==> src/rtl/vga_game_pkg.sv <==
// Shared constants for the two-player square game: geometry, scan limits,
// RGB565 colours and the square spawn coordinates used by game logic too.
package vga_game_pkg;

    localparam int SIDE   = 40;
    localparam int STICK  = 75;
    localparam int PAD_H  = 10;
    localparam int PAD_Y  = 462;
    localparam int PAD2_Y = 136;
    localparam int H_DISP = 800;
    localparam int V_DISP = 600;

    localparam logic [15:0] COL_SQ1 = 16'hF800;
    localparam logic [15:0] COL_SQ2 = 16'h001F;
    localparam logic [15:0] COL_PAD = 16'hFFFF;
    localparam logic [15:0] COL_BG  = 16'h0000;

    localparam logic [9:0] SQ1_RST_X = 10'd379;
    localparam logic [9:0] SQ1_RST_Y = 10'd420;
    localparam logic [9:0] SQ2_RST_X = 10'd379;
    localparam logic [9:0] SQ2_RST_Y = 10'd140;

    // Square 1 sits on top of everything, then square 2, then the paddles.
    function automatic logic [15:0] pixel_colour(input logic de,
                                                 input logic sq1,
                                                 input logic sq2,
                                                 input logic pad);
        logic [15:0] col;
        col = COL_BG;
        if (!de)      col = COL_BG;
        else if (sq1) col = COL_SQ1;
        else if (sq2) col = COL_SQ2;
        else if (pad) col = COL_PAD;
        return col;
    endfunction

endpackage

==> src/rtl/square_render_rect_hit.sv <==
// Combinational half-open rectangle test: x0 <= h < x0+w and y0 <= v < y0+h_len.
module rect_hit (
    input  logic [10:0] h,
    input  logic [10:0] v,
    input  logic [9:0]  x0,
    input  logic [9:0]  y0,
    input  logic [10:0] w,
    input  logic [10:0] h_len,
    output logic        hit
);

    logic [10:0] w_x0;
    logic [10:0] w_y0;
    logic [10:0] w_x1;
    logic [10:0] w_y1;

    // Zero-extended 11-bit bounds; a 10-bit corner plus these sizes cannot wrap.
    assign w_x0 = {1'b0, x0};
    assign w_y0 = {1'b0, y0};
    assign w_x1 = w_x0 + w;
    assign w_y1 = w_y0 + h_len;

    assign hit = (h >= w_x0) && (h < w_x1) && (v >= w_y0) && (v < w_y1);

endmodule

==> src/rtl/square_render.sv <==
// Pixel back end: per-frame shadowed positions, 2-stage hit/colour pipeline,
// and syncs delayed to stay aligned with rgb.
module square_render #(
    parameter int SIDE   = vga_game_pkg::SIDE,
    parameter int STICK  = vga_game_pkg::STICK,
    parameter int PAD_H  = vga_game_pkg::PAD_H,
    parameter int PAD_Y  = vga_game_pkg::PAD_Y,
    parameter int PAD2_Y = vga_game_pkg::PAD2_Y,
    parameter int H_DISP = vga_game_pkg::H_DISP,
    parameter int V_DISP = vga_game_pkg::V_DISP
) (
    input  logic        clk,
    input  logic        rst_n,
    input  logic [10:0] h_cnt,
    input  logic [10:0] v_cnt,
    input  logic        de,
    input  logic        hs,
    input  logic        vs,
    input  logic [9:0]  sq_x,
    input  logic [9:0]  sq_y,
    input  logic [9:0]  sq2_x,
    input  logic [9:0]  sq2_y,
    input  logic [9:0]  pad_x,
    input  logic [9:0]  pad2_x,
    output logic [15:0] rgb,
    output logic        de_o,
    output logic        hs_o,
    output logic        vs_o,
    output logic        frame_tick
);

    import vga_game_pkg::*;

    logic [9:0]  r_sq_x, r_sq_y, r_sq2_x, r_sq2_y, r_pad_x, r_pad2_x;
    logic        r_frame_tick;
    logic        r_hit_sq1, r_hit_sq2, r_hit_pad, r_hit_pad2;
    logic        r_de1, r_hs1, r_vs1;
    logic [15:0] r_rgb;
    logic        r_de2, r_hs2, r_vs2;

    logic        w_latch;
    logic        w_hit_sq1, w_hit_sq2, w_hit_pad, w_hit_pad2;

    assign w_latch = (h_cnt == 11'd0) && (v_cnt == 11'(V_DISP));

    // Positions only move at the start of vertical blanking so a frame never tears.
    always_ff @(posedge clk or negedge rst_n) begin
        if (!rst_n) begin
            r_sq_x       <= SQ1_RST_X;
            r_sq_y       <= SQ1_RST_Y;
            r_sq2_x      <= SQ2_RST_X;
            r_sq2_y      <= SQ2_RST_Y;
            r_pad_x      <= 10'd0;
            r_pad2_x     <= 10'd0;
            r_frame_tick <= 1'b0;
        end else begin
            r_frame_tick <= w_latch;
            if (w_latch) begin
                r_sq_x   <= sq_x;
                r_sq_y   <= sq_y;
                r_sq2_x  <= sq2_x;
                r_sq2_y  <= sq2_y;
                r_pad_x  <= pad_x;
                r_pad2_x <= pad2_x;
            end
        end
    end

    rect_hit u_hit_sq1 (
        .h     (h_cnt),
        .v     (v_cnt),
        .x0    (r_sq_x),
        .y0    (r_sq_y),
        .w     (11'(SIDE)),
        .h_len (11'(SIDE)),
        .hit   (w_hit_sq1)
    );

    rect_hit u_hit_sq2 (
        .h     (h_cnt),
        .v     (v_cnt),
        .x0    (r_sq2_x),
        .y0    (r_sq2_y),
        .w     (11'(SIDE)),
        .h_len (11'(SIDE)),
        .hit   (w_hit_sq2)
    );

    rect_hit u_hit_pad (
        .h     (h_cnt),
        .v     (v_cnt),
        .x0    (r_pad_x),
        .y0    (10'(PAD_Y)),
        .w     (11'(STICK)),
        .h_len (11'(PAD_H)),
        .hit   (w_hit_pad)
    );

    rect_hit u_hit_pad2 (
        .h     (h_cnt),
        .v     (v_cnt),
        .x0    (r_pad2_x),
        .y0    (10'(PAD2_Y)),
        .w     (11'(STICK)),
        .h_len (11'(PAD_H)),
        .hit   (w_hit_pad2)
    );

    // Stage 1 registers the hit flags with the syncs; stage 2 resolves colour.
    always_ff @(posedge clk or negedge rst_n) begin
        if (!rst_n) begin
            r_hit_sq1  <= 1'b0;
            r_hit_sq2  <= 1'b0;
            r_hit_pad  <= 1'b0;
            r_hit_pad2 <= 1'b0;
            r_de1      <= 1'b0;
            r_hs1      <= 1'b0;
            r_vs1      <= 1'b0;
            r_rgb      <= COL_BG;
            r_de2      <= 1'b0;
            r_hs2      <= 1'b0;
            r_vs2      <= 1'b0;
        end else begin
            r_hit_sq1  <= w_hit_sq1;
            r_hit_sq2  <= w_hit_sq2;
            r_hit_pad  <= w_hit_pad;
            r_hit_pad2 <= w_hit_pad2;
            r_de1      <= de;
            r_hs1      <= hs;
            r_vs1      <= vs;
            r_rgb      <= pixel_colour(r_de1, r_hit_sq1, r_hit_sq2,
                                       r_hit_pad | r_hit_pad2);
            r_de2      <= r_de1;
            r_hs2      <= r_hs1;
            r_vs2      <= r_vs1;
        end
    end

    assign rgb        = r_rgb;
    assign de_o       = r_de2;
    assign hs_o       = r_hs2;
    assign vs_o       = r_vs2;
    assign frame_tick = r_frame_tick;

endmodule

==> config.mk <==
export PLATFORM = sky130hd
export DESIGN_NAME = square_render
export DESIGN_NICKNAME = d
export VERILOG_FILES = /design/src/rtl/vga_game_pkg.sv /design/src/rtl/square_render_rect_hit.sv /design/src/rtl/square_render.sv
export SDC_FILE = /design/constraint.sdc
export NUM_CORES = 1
export LEC_CHECK = 0
export ABC_AREA = 1
export CAP_MARGIN = 5
export CORE_UTILIZATION = 59
export CTS_CLUSTER_SIZE = 28
export DETAILED_ROUTE_END_ITERATION = 8
export PLACE_DENSITY = 0.87
export SLEW_MARGIN = 20
export SYNTH_ARGS = -nofsm -noshare
export SYNTH_HDL_FRONTEND = slang
export SYNTH_SLANG_ARGS = --single-unit
==> constraint.sdc <==
create_clock -name clk -period 4.3 [get_ports clk]
set_clock_uncertainty 0.2 [all_clocks]
set_input_delay 1.29 -clock clk [delete_from_list [all_inputs] [get_ports clk]]
set_output_delay 1.29 -clock clk [all_outputs]
set_load 0.005 [all_outputs]
==> results of run 1 <==
logic make-up (layout without fill, tap and decap cells):
logic type,after synthesis,count (layout)
compound gates,72,72
flops,74,74
fa+ha+maj,120,120
simple gates,442,442
xor+xnor,34,34
buf+inv,134,239
worst max-delay path by stage:
| stage | start | end |
|---|---|---|
| global route | h_cnt[7] | r_sq2_x[5] |
| detailed placement | h_cnt[7] | r_pad2_x[4] |
| finish | h_cnt[7] | r_pad2_x[7] |
| global placement | h_cnt[7] | r_sq2_y[1] |
| floorplan | h_cnt[6] | r_pad2_x[0] |
| CTS | h_cnt[7] | r_pad2_x[7] |
area by class of cell:
class | count | area, sq um
tap | 136 | 170
clock buffer | 12 | 135
clock inverter | 4 | 76.3
multi-input combinational | 668 | 3960
timing repair buffer | 115 | 1140
fill | 847 | 2690
inverter | 108 | 407
sequential | 74 | 1880
power breakdown:
part | switching (mW) | total, mW | internal (mW)
registers | 0.00193 | 0.703 | 0.701
clock network | 0.268 | 0.597 | 0.328
logic | 0.136 | 0.275 | 0.139
total | 0.406 | 1.57 | 1.17
synth_stat cells (all sizes together):
master  count  area share
a21boi      1      0.0012
a21oi      39       0.030
and3        1     0.00097
buf        20       0.026
clkbuf      6      0.0035
clkinv      1     0.00078
dfrtp      53        0.21
dfstp      21       0.086
ha        120        0.23
inv       107       0.062
nand2     321        0.19
nand3      34       0.027
nand3b      3      0.0035
nand4      10      0.0097
nor2       54       0.031
nor3       14       0.012
nor3b       1      0.0012
nor4        1      0.0019
o211ai      1      0.0012
o21a        3      0.0035
o21ai      26       0.020
o21bai      1      0.0012
o22ai       1     0.00097
or2         3      0.0029
xor2       34       0.046
cell usage in the layout (no fill, tap or decap):
master and count:
sky130_fd_sc_hd__o21bai_1 1, sky130_fd_sc_hd__o21a_1 3, sky130_fd_sc_hd__nor3b_1 1, sky130_fd_sc_hd__clkbuf_1 3
sky130_fd_sc_hd__nor3_1 13, sky130_fd_sc_hd__dfstp_2 21, sky130_fd_sc_hd__inv_2 1, sky130_fd_sc_hd__inv_1 106
sky130_fd_sc_hd__clkdlybuf4s50_1 105, sky130_fd_sc_hd__dfrtp_1 53, sky130_fd_sc_hd__nand3_2 1, sky130_fd_sc_hd__nor3_2 1
sky130_fd_sc_hd__a21boi_0 1, sky130_fd_sc_hd__and3_1 1, sky130_fd_sc_hd__nand3b_1 3, sky130_fd_sc_hd__clkinvlp_4 1
sky130_fd_sc_hd__buf_12 1, sky130_fd_sc_hd__clkinv_2 1, sky130_fd_sc_hd__nand3_1 33, sky130_fd_sc_hd__nand4_1 10
sky130_fd_sc_hd__nand2_1 321, sky130_fd_sc_hd__o211ai_1 1, sky130_fd_sc_hd__or2_1 3, sky130_fd_sc_hd__clkinv_4 1
sky130_fd_sc_hd__nor2_1 54, sky130_fd_sc_hd__nor4_2 1, sky130_fd_sc_hd__xor2_1 34, sky130_fd_sc_hd__o22ai_1 1
sky130_fd_sc_hd__clkbuf_8 9, sky130_fd_sc_hd__bufinv_16 2, sky130_fd_sc_hd__o21ai_0 26, sky130_fd_sc_hd__ha_1 120
sky130_fd_sc_hd__buf_4 9, sky130_fd_sc_hd__a21oi_1 39
per-stage QoR:
step                      setup WS, ps  std cells  area, sq um
after floorplan                   1810        876         6440
after global placement             829       1101         7560
after detailed placement           736       1101         7560
after CTS                         1120       1117         7770
after global routing               957       1117         7770
final                             1100       1117         7770
sequential cells by signal, summed over array words and instances (netlist names), 3 cells and up:
| register | cells |
|---|---|
| r_pad2_x | 10 |
| r_pad_x | 10 |
| r_sq2_x | 10 |
| r_sq2_y | 10 |
| r_sq_x | 10 |
| r_sq_y | 10 |
| rgb | 3 |
layer usage:
| layer | vias to the layer above | routed length (microns) |
|---|---|---|
| met3 | 39 | 813 |
| met5 | - | 0 |
| met2 | 181 | 7030 |
| li1 | 2981 | - |
| met4 | 0 | 474 |
| met1 | 2660 | 6590 |
==> flow_results.org, run 1 <==
** Floorplanning
- Area inside the core boundary :: approximately 10000 sq um
- The floorplan step defined a die boundary enclosing between 10000 and 15000 sq um.
- Die Y-Extent :: 106 microns
- I/O pin count :: ~110
- Standard-cell row count :: 37
- The die is approximately 110 microns wide.
- Initial Utilization :: 0.616

** Logic synthesis
- The complex-gate fraction of the synthesized area came to 0.0585.
- Syn. warnings :: 0
- Averaged over all synthesized cells, the footprint is around 7.4 sq um.
- Of the total synthesized cell area, the portion taken by AND, OR, NAND and NOR gates is 0.278.
- Cell area after technology mapping :: around 6400 sq um
- Of the total synthesized cell area, the portion taken by full adders, half adders and majority gates is 0.233.
- After synthesis, the netlist uses 30 different library cells.
- For this run, the register share of the synthesized area comes to 0.292.
- After synthesis the netlist holds a flip-flop and latch count of between 70 and 80.
- Portion of netlist area occupied by mux cells :: 0
- Xor/xnor share of the synthesized area :: 0.0462
- Counting every net in the synthesized netlist gives approximately 1.1k.
- Combinational family with the most area after synthesis :: simple AND/OR/NAND/NOR gates
- The cell count after synthesis came out at around 880.

** Clocking
- Number of cells upsized or downsized after cts :: 0
- Clock latency of the later-clocked register in the worst-skew pair :: 380 ps
- TritonCTS built the clock tree.
- In this run the number of H-tree levels came out at 3.
- Clock Pin Slew Worst Setup and Hold Paths :: approximately 70 ps
- The clock passes through at most 2 buffers.
- Hold buffers post-CTS :: 0
- Number of buffers added for setup after CTS :: 0
- The clock net in this run drives a total of between 70 and 80 sinks.
- The root buffer cell chosen for the clock tree is sky130_fd_sc_hd__clkbuf_8.
- The number of clock buffers added by TritonCTS is 9.

** Global routing
- In the global route stage, met2 resource usage came out at 0.476.
- The total overflow left after global routing is 0.
- Met3 Resource Use GR :: 0.0582
- Met1 demand-to-capacity share in global routing :: 0.347
- Wire length of the first global-routing pass :: approximately 25000 microns
- Number of global-route vias before repair :: 5648
- Initial antenna violation count :: 0
- After global routing, the most crowded layer is met2.
- Overall track demand over capacity in global routing :: 0.284
- Entering global routing, the biggest net connects 75 pins.

** STA
- In the final timing run, aggregate negative setup slack is 0 ps.
- For this run, the top clock speed supported by timing is ~310 MHz.
- Minimum clock period after layout :: ~3200 ps
- Final Hold Vio Count :: 0
- Setup violations remaining at the end of the flow were counted as 0.
- Unrepaired setup endpoints after global routing :: no
- Final Hold Slack :: 152 ps
- Worst max-slew margin expressed relative to the limit :: 0.368
- Tcrit/Tclk final :: 0.745
- Slew at the pin closest to its max-slew limit :: 948 ps
- Number of max-slew violations in the final report :: 0

** Cells and area
- Once layout is complete, the utilization of the core stands at 0.743.
- The number of antenna diodes in the final layout is 0.
- The net count of the finished layout is between 1k and 1.5k.
- Fraction of layout instances using a drive strength above 1 :: 0.0499
- Synthesis-to-finish area growth :: 20.6%

** Critical path
- Worst reg2reg path depth :: 14
- The worst setup path is captured at a flip-flop.
- The cell family contributing the most delay on the critical path is buffers and inverters.
- For this run, the slowest stage of the critical path takes approximately 660 ps.
- Most frequent CP cell :: sky130_fd_sc_hd__nand2_1
- Instance count on the critical path :: 8
- In this run the critical register-to-register path is captured at r_hit_pad.
- Together, buffers and inverters on the worst path number 3.
- Crit-path slowest cell :: sky130_fd_sc_hd__clkdlybuf4s50_1
- The critical path is of the input port to flip-flop type.
- At the worst endpoint, the required time is between 4000 and 5000 ps.
- Crit Path Max Fanout :: 37
- The setup check on the worst reg-to-reg path leaves a slack of around 1500 ps.
- Kind of start point of the critical path :: input port
- Walking the worst path, the cells encountered are clkdlybuf4s50_1 > or2_1 > nor3_2 > nand3_2 > clkinv_2 > buf_12 > nand2_1 > nand2_1.
- At the worst endpoint, the arrival time is approximately 3300 ps.
- The startpoint identified for the worst register-to-register timing path is r_pad_x[0].

** Detailed routing
- In the final routed layout, each cell accounts on average for ~13 microns.
- Summed over all layers, the routed wires come to about 15000 microns.
- Using the TritonRoute via totals, the vias-per-cell ratio works out to between 5 and 6.
- In the routed design, unresolved DRC markers number 0.
- Detailed routing inserted a total of between 5k and 6k vias.
- For this run, the detailed router's first-pass iteration total came to 4.
- Post-route ant nets :: 0
- DRC violation total after the first TritonRoute iteration :: about 300

** Place
- Routability congestion estimate :: 0.867
- Detailed placement ended at an HPWL of roughly 11000 microns.
- Buffers placed on the I/O ports in this run total approximately 110.

** Worst hold path
- The path class of the tightest hold or removal check is flip-flop to flip-flop.
- For hold timing, the worst endpoint is vs_o.
- Counting instances, the worst hold path has a depth of 0.
- Launch point of the worst hold path :: r_vs1

** Power and ir drop
- The analysis attributes to cell leakage a power of ~3.8 nW.
- Power Dens Cells :: ~200 nW/um^2
- PnR Total Power :: 1.57 mW
- Peak ir drop on the vdd network :: 0.216 mV

** Run status
- The run finished with clean final reports.

** Job
- Max-cap violations in this run came to 0.
Note: power is estimated with default switching activity, not from simulation.
==> run 2: changes to the inputs <==
CORE_UTILIZATION = 50   (was 59)
PLACE_DENSITY = 0.79   (was 0.87)
clock period = 2.8 ns   (was 4.3 ns; I/O delays follow)
==> run 2 against run 1 <==
Effect of this change: global-route usage shrank 3.5 points; die area is 18% higher; hold slack worse by 5.6 ps; non-clock buffer count grew 20; critical path type is now flip-flop to flip-flop; sequential power increased by 54%; final cell count grew 5.0%; register-to-register slack got worse by 1300 ps; routed wire length up 4.0%.
==> flow_results.org, run 2 (synthesis gave the netlist of run 1 again) <==
** Detailed routing
- Remaining design rule violation count :: 0 (unchanged)
- The number of violations reported at the end of detailed-routing iteration 0 is 224 (-26%).
- Post-route ant nets :: 0 (unchanged)
- Avg WL per Cell :: 13.2 microns (-0.94%)
- Per-cell via count in the routed design :: 4.95 (-5.6%)
- Via count :: 5811 (-0.85%)
- Iteration count of the initial detailed-routing pass :: 5 (+1)
- Wire length reported by the detailed router :: 15500 microns (+4.0%)

** Power and ir drop
- Leak pwr :: 3.97 nW (+4.1%)
- Peak ir drop on the vdd network :: 0.295 mV (+37%)
- Power Dens Cells :: 326 nW/um^2 (+61%)

** STA
- The setup slack of the critical path after layout was 200 ps (-897 ps).
- Worst max-slew margin expressed relative to the limit :: 0.715 (+0.348)
- Slew at the pin closest to its max-slew limit :: 427 ps (-522 ps)
- Final Hold Vio Count :: 0 (unchanged)
- The clock period could shrink to 2600 ps.
- In the finished design, the share of the clock period the worst path needs comes to 0.928.
- Static timing analysis puts the maximum clock frequency at around 380 MHz.
- The total setup violations reported at the end of the flow is 0 (unchanged).
- Number of max-slew violations in the final report :: 0 (unchanged)
- Setup repair after global routing left no endpoint under its margin.

** Clocking
- CTS Sinks :: 74 (unchanged)
- The clock tree buffer depth is 2 (unchanged).
- CTS tree :: built
- The number of levels the H-tree was split into was 3 (unchanged).
- In this run the clock root is driven by a sky130_fd_sc_hd__clkbuf_16.
- The post-CTS setup repair buffer count was 0 (unchanged).
- Clock latency of the later-clocked register in the worst-skew pair :: 350 ps (-30 ps)
- Clock Pin Slew Worst Setup and Hold Paths :: 60 ps (about the same)
- Inserted Clock Buffers :: 9 (unchanged)

** Cells and area
- The fraction of the core area covered by cells at the end of the flow was 0.644 (-0.0983).
- Leading cell types in the layout, fill and taps excluded :: sky130_fd_sc_hd__nand2_1 (321), sky130_fd_sc_hd__ha_1 (120), sky130_fd_sc_hd__inv_1 (106)
- Compared with the post-synthesis result, the final layout area differs by 25.7%.
- Layout net count :: 1203 (+1.7%)
- Most frequent standard cell in the layout excluding fill and tap cells :: sky130_fd_sc_hd__nand2_1
- The final instance area is 8100 sq um (+4.2%).
- Fraction of layout instances using a drive strength above 1 :: 0.0739 (+0.0240)
- Total inserted antenna cells :: 0 (unchanged)

** Place
- The number of I/O port buffers came to 106 (unchanged).
- Instance area at placement :: 7800 sq um (+3.2%)
- Worst slack at placement :: -21.2 ps (-757 ps)
- The routability congestion estimate came to 0.954 (+10%).
- The half-perimeter wire length after placement was 12100 microns (+6.3%).

** Floorplanning
- The number of core rows came to 41 (+11%).
- The I/O pin total came to 107 (unchanged).
- Die Y-Extent :: 116 microns (+8.5%)
- The die area is 13300 sq um (+18%).
- The initial standard-cell utilization of the core was 0.512 (-0.103).
- Area inside the core boundary :: 12600 sq um (+20%)
- Die outline width :: 116 microns (+8.5%)

** Global routing
- Met1 demand-to-capacity share in global routing :: 0.314 (-0.0328)
- In this run the most used layer during global routing was met2.
- Number of global-route vias before repair :: 5606 (-0.74%)
- The pin count of the biggest net entering global routing was 61 (-19%).
- Met3 Resource Use GR :: 0.0581 (-0.000192)
- Wire length of the first global-routing pass :: 25500 microns (+1.3%)
- Global-route met2 utilization :: 0.423 (-0.0536)
- The combined global-route utilization of all metal layers was 0.249 (-0.0352).
- Initial antenna violation count :: 0 (unchanged)
- The global route total overflow was 0 (unchanged).

** Critical path
- Most frequent CP cell :: sky130_fd_sc_hd__nand3_1
- Crit-path slowest cell :: sky130_fd_sc_hd__dfrtp_1
- The critical path required time is 2880 ps (-1530 ps).
- The longest individual stage delay on the worst path is 390 ps (-270 ps).
- Cell-by-cell listing of the critical path :: inv_1 > ha_1 > o21ai_2 > nand3_1 > a21oi_2 > nand3_1 > ha_1 > nand2_1 > nand3_1 > inv_1 > nand4_1 > nor2_1 > nand2_1 > nor2_1
- STA classifies the critical path startpoint as a flip-flop.
- Data arrival time of the critical path :: 2680 ps (-630 ps)
- The worst-path maximum fanout came to 4 (-89%).
- Critical Path End Type :: flip-flop
- Buffers plus inverters on the worst setup path :: 2 (-1)
- Worst setup path category :: flip-flop to flip-flop
- In this design, the largest share of critical-path delay is due to simple AND/OR/NAND/NOR gates.

** Job
- The total of max-cap violations came to 0 (unchanged).

** Run status
- The flow ran to the end, and the final reports show no timing, DRC or antenna violations.

** Worst hold path
- Classification of the worst-slack hold path :: flip-flop to flip-flop
run 2: repair_timing:
item / 4_1_cts / 5_1_grt
endpoints found under the hold margin: 0 / 0
setup endpoints to repair: 1 / 2
hold buffers: 0 / 0
gates resized for setup: 1 / 4
run 2: power by group:
| group | switching [mW] | leakage [nW] | total [mW] | internal (mW) |
|---|---|---|---|---|
| combinational | 0.214 | 2.89 | 0.450 | 0.236 |
| sequential | 0.00304 | 0.943 | 1.08 | 1.08 |
| clock | 0.466 | 0.139 | 1.11 | 0.646 |
run 2: worst register-to-register path: cells and delay by family (launching register included):
family	cells	cell delay (ps)
AOI/OAI and AO/OA	2	390
adders and majority gates	2	550
buffers and inverters	2	130
DFF	1	390
and+or+nand+nor	8	870
run 2: cell type report:
| class | instances | area, sq um |
|---|---|---|
| clock buffer | 12 | 256 |
| clock inverter | 4 | 26.3 |
| fill | 1119 | 4470 |
| inverter | 108 | 407 |
| multi-input combinational | 668 | 3980 |
| sequential | 74 | 1880 |
| tap | 172 | 215 |
| timing repair buffer | 135 | 1340 |
run 2: stage by stage:
| step | power [mW] | hold slack (ps) | setup TNS (ps) | instances |
|---|---|---|---|---|
| after floorplan | 1.28 | 131 | 0 | 876 |
| after global placement | 1.54 | 134 | -0.868 | 1157 |
| after detailed placement | 1.55 | 137 | -40.1 | 1157 |
| after CTS | 2.67 | 150 | 0 | 1173 |
| after global routing | 2.77 | 151 | 0 | 1173 |
| final | 2.64 | 147 | 0 | 1173 |
run 2: path summary, 6_finish.rpt:
path	depth (start not counted)	startpoint	slack [ps]	to
max	14	r_pad_x[0]	200	r_hit_pad
max reg2reg	14	r_pad_x[0]	200	r_hit_pad
min	0	r_hs1	150	hs_o
min in group asynchronous	1	rst_n	220	r_hs1
max in group asynchronous	2	rst_n	1530	r_sq_y[5]
min reg2reg	0	r_hs1	150	hs_o
run 2: metal layers:
| metal | vias up | routed length, microns |
|---|---|---|
| met5 | - | 0 |
| met4 | 0 | 228 |
| met3 | 18 | 857 |
| met2 | 139 | 7280 |
| met1 | 2631 | 7140 |
| li1 | 3023 | - |
==> run 3: changes to the inputs <==
CAP_MARGIN = unset   (was 5)
CTS_CLUSTER_SIZE = 24   (was 28)
SLEW_MARGIN = 40   (was 20)
==> results of run 3 <==
Final layout, timing and power as in run 2 (identical DEF).
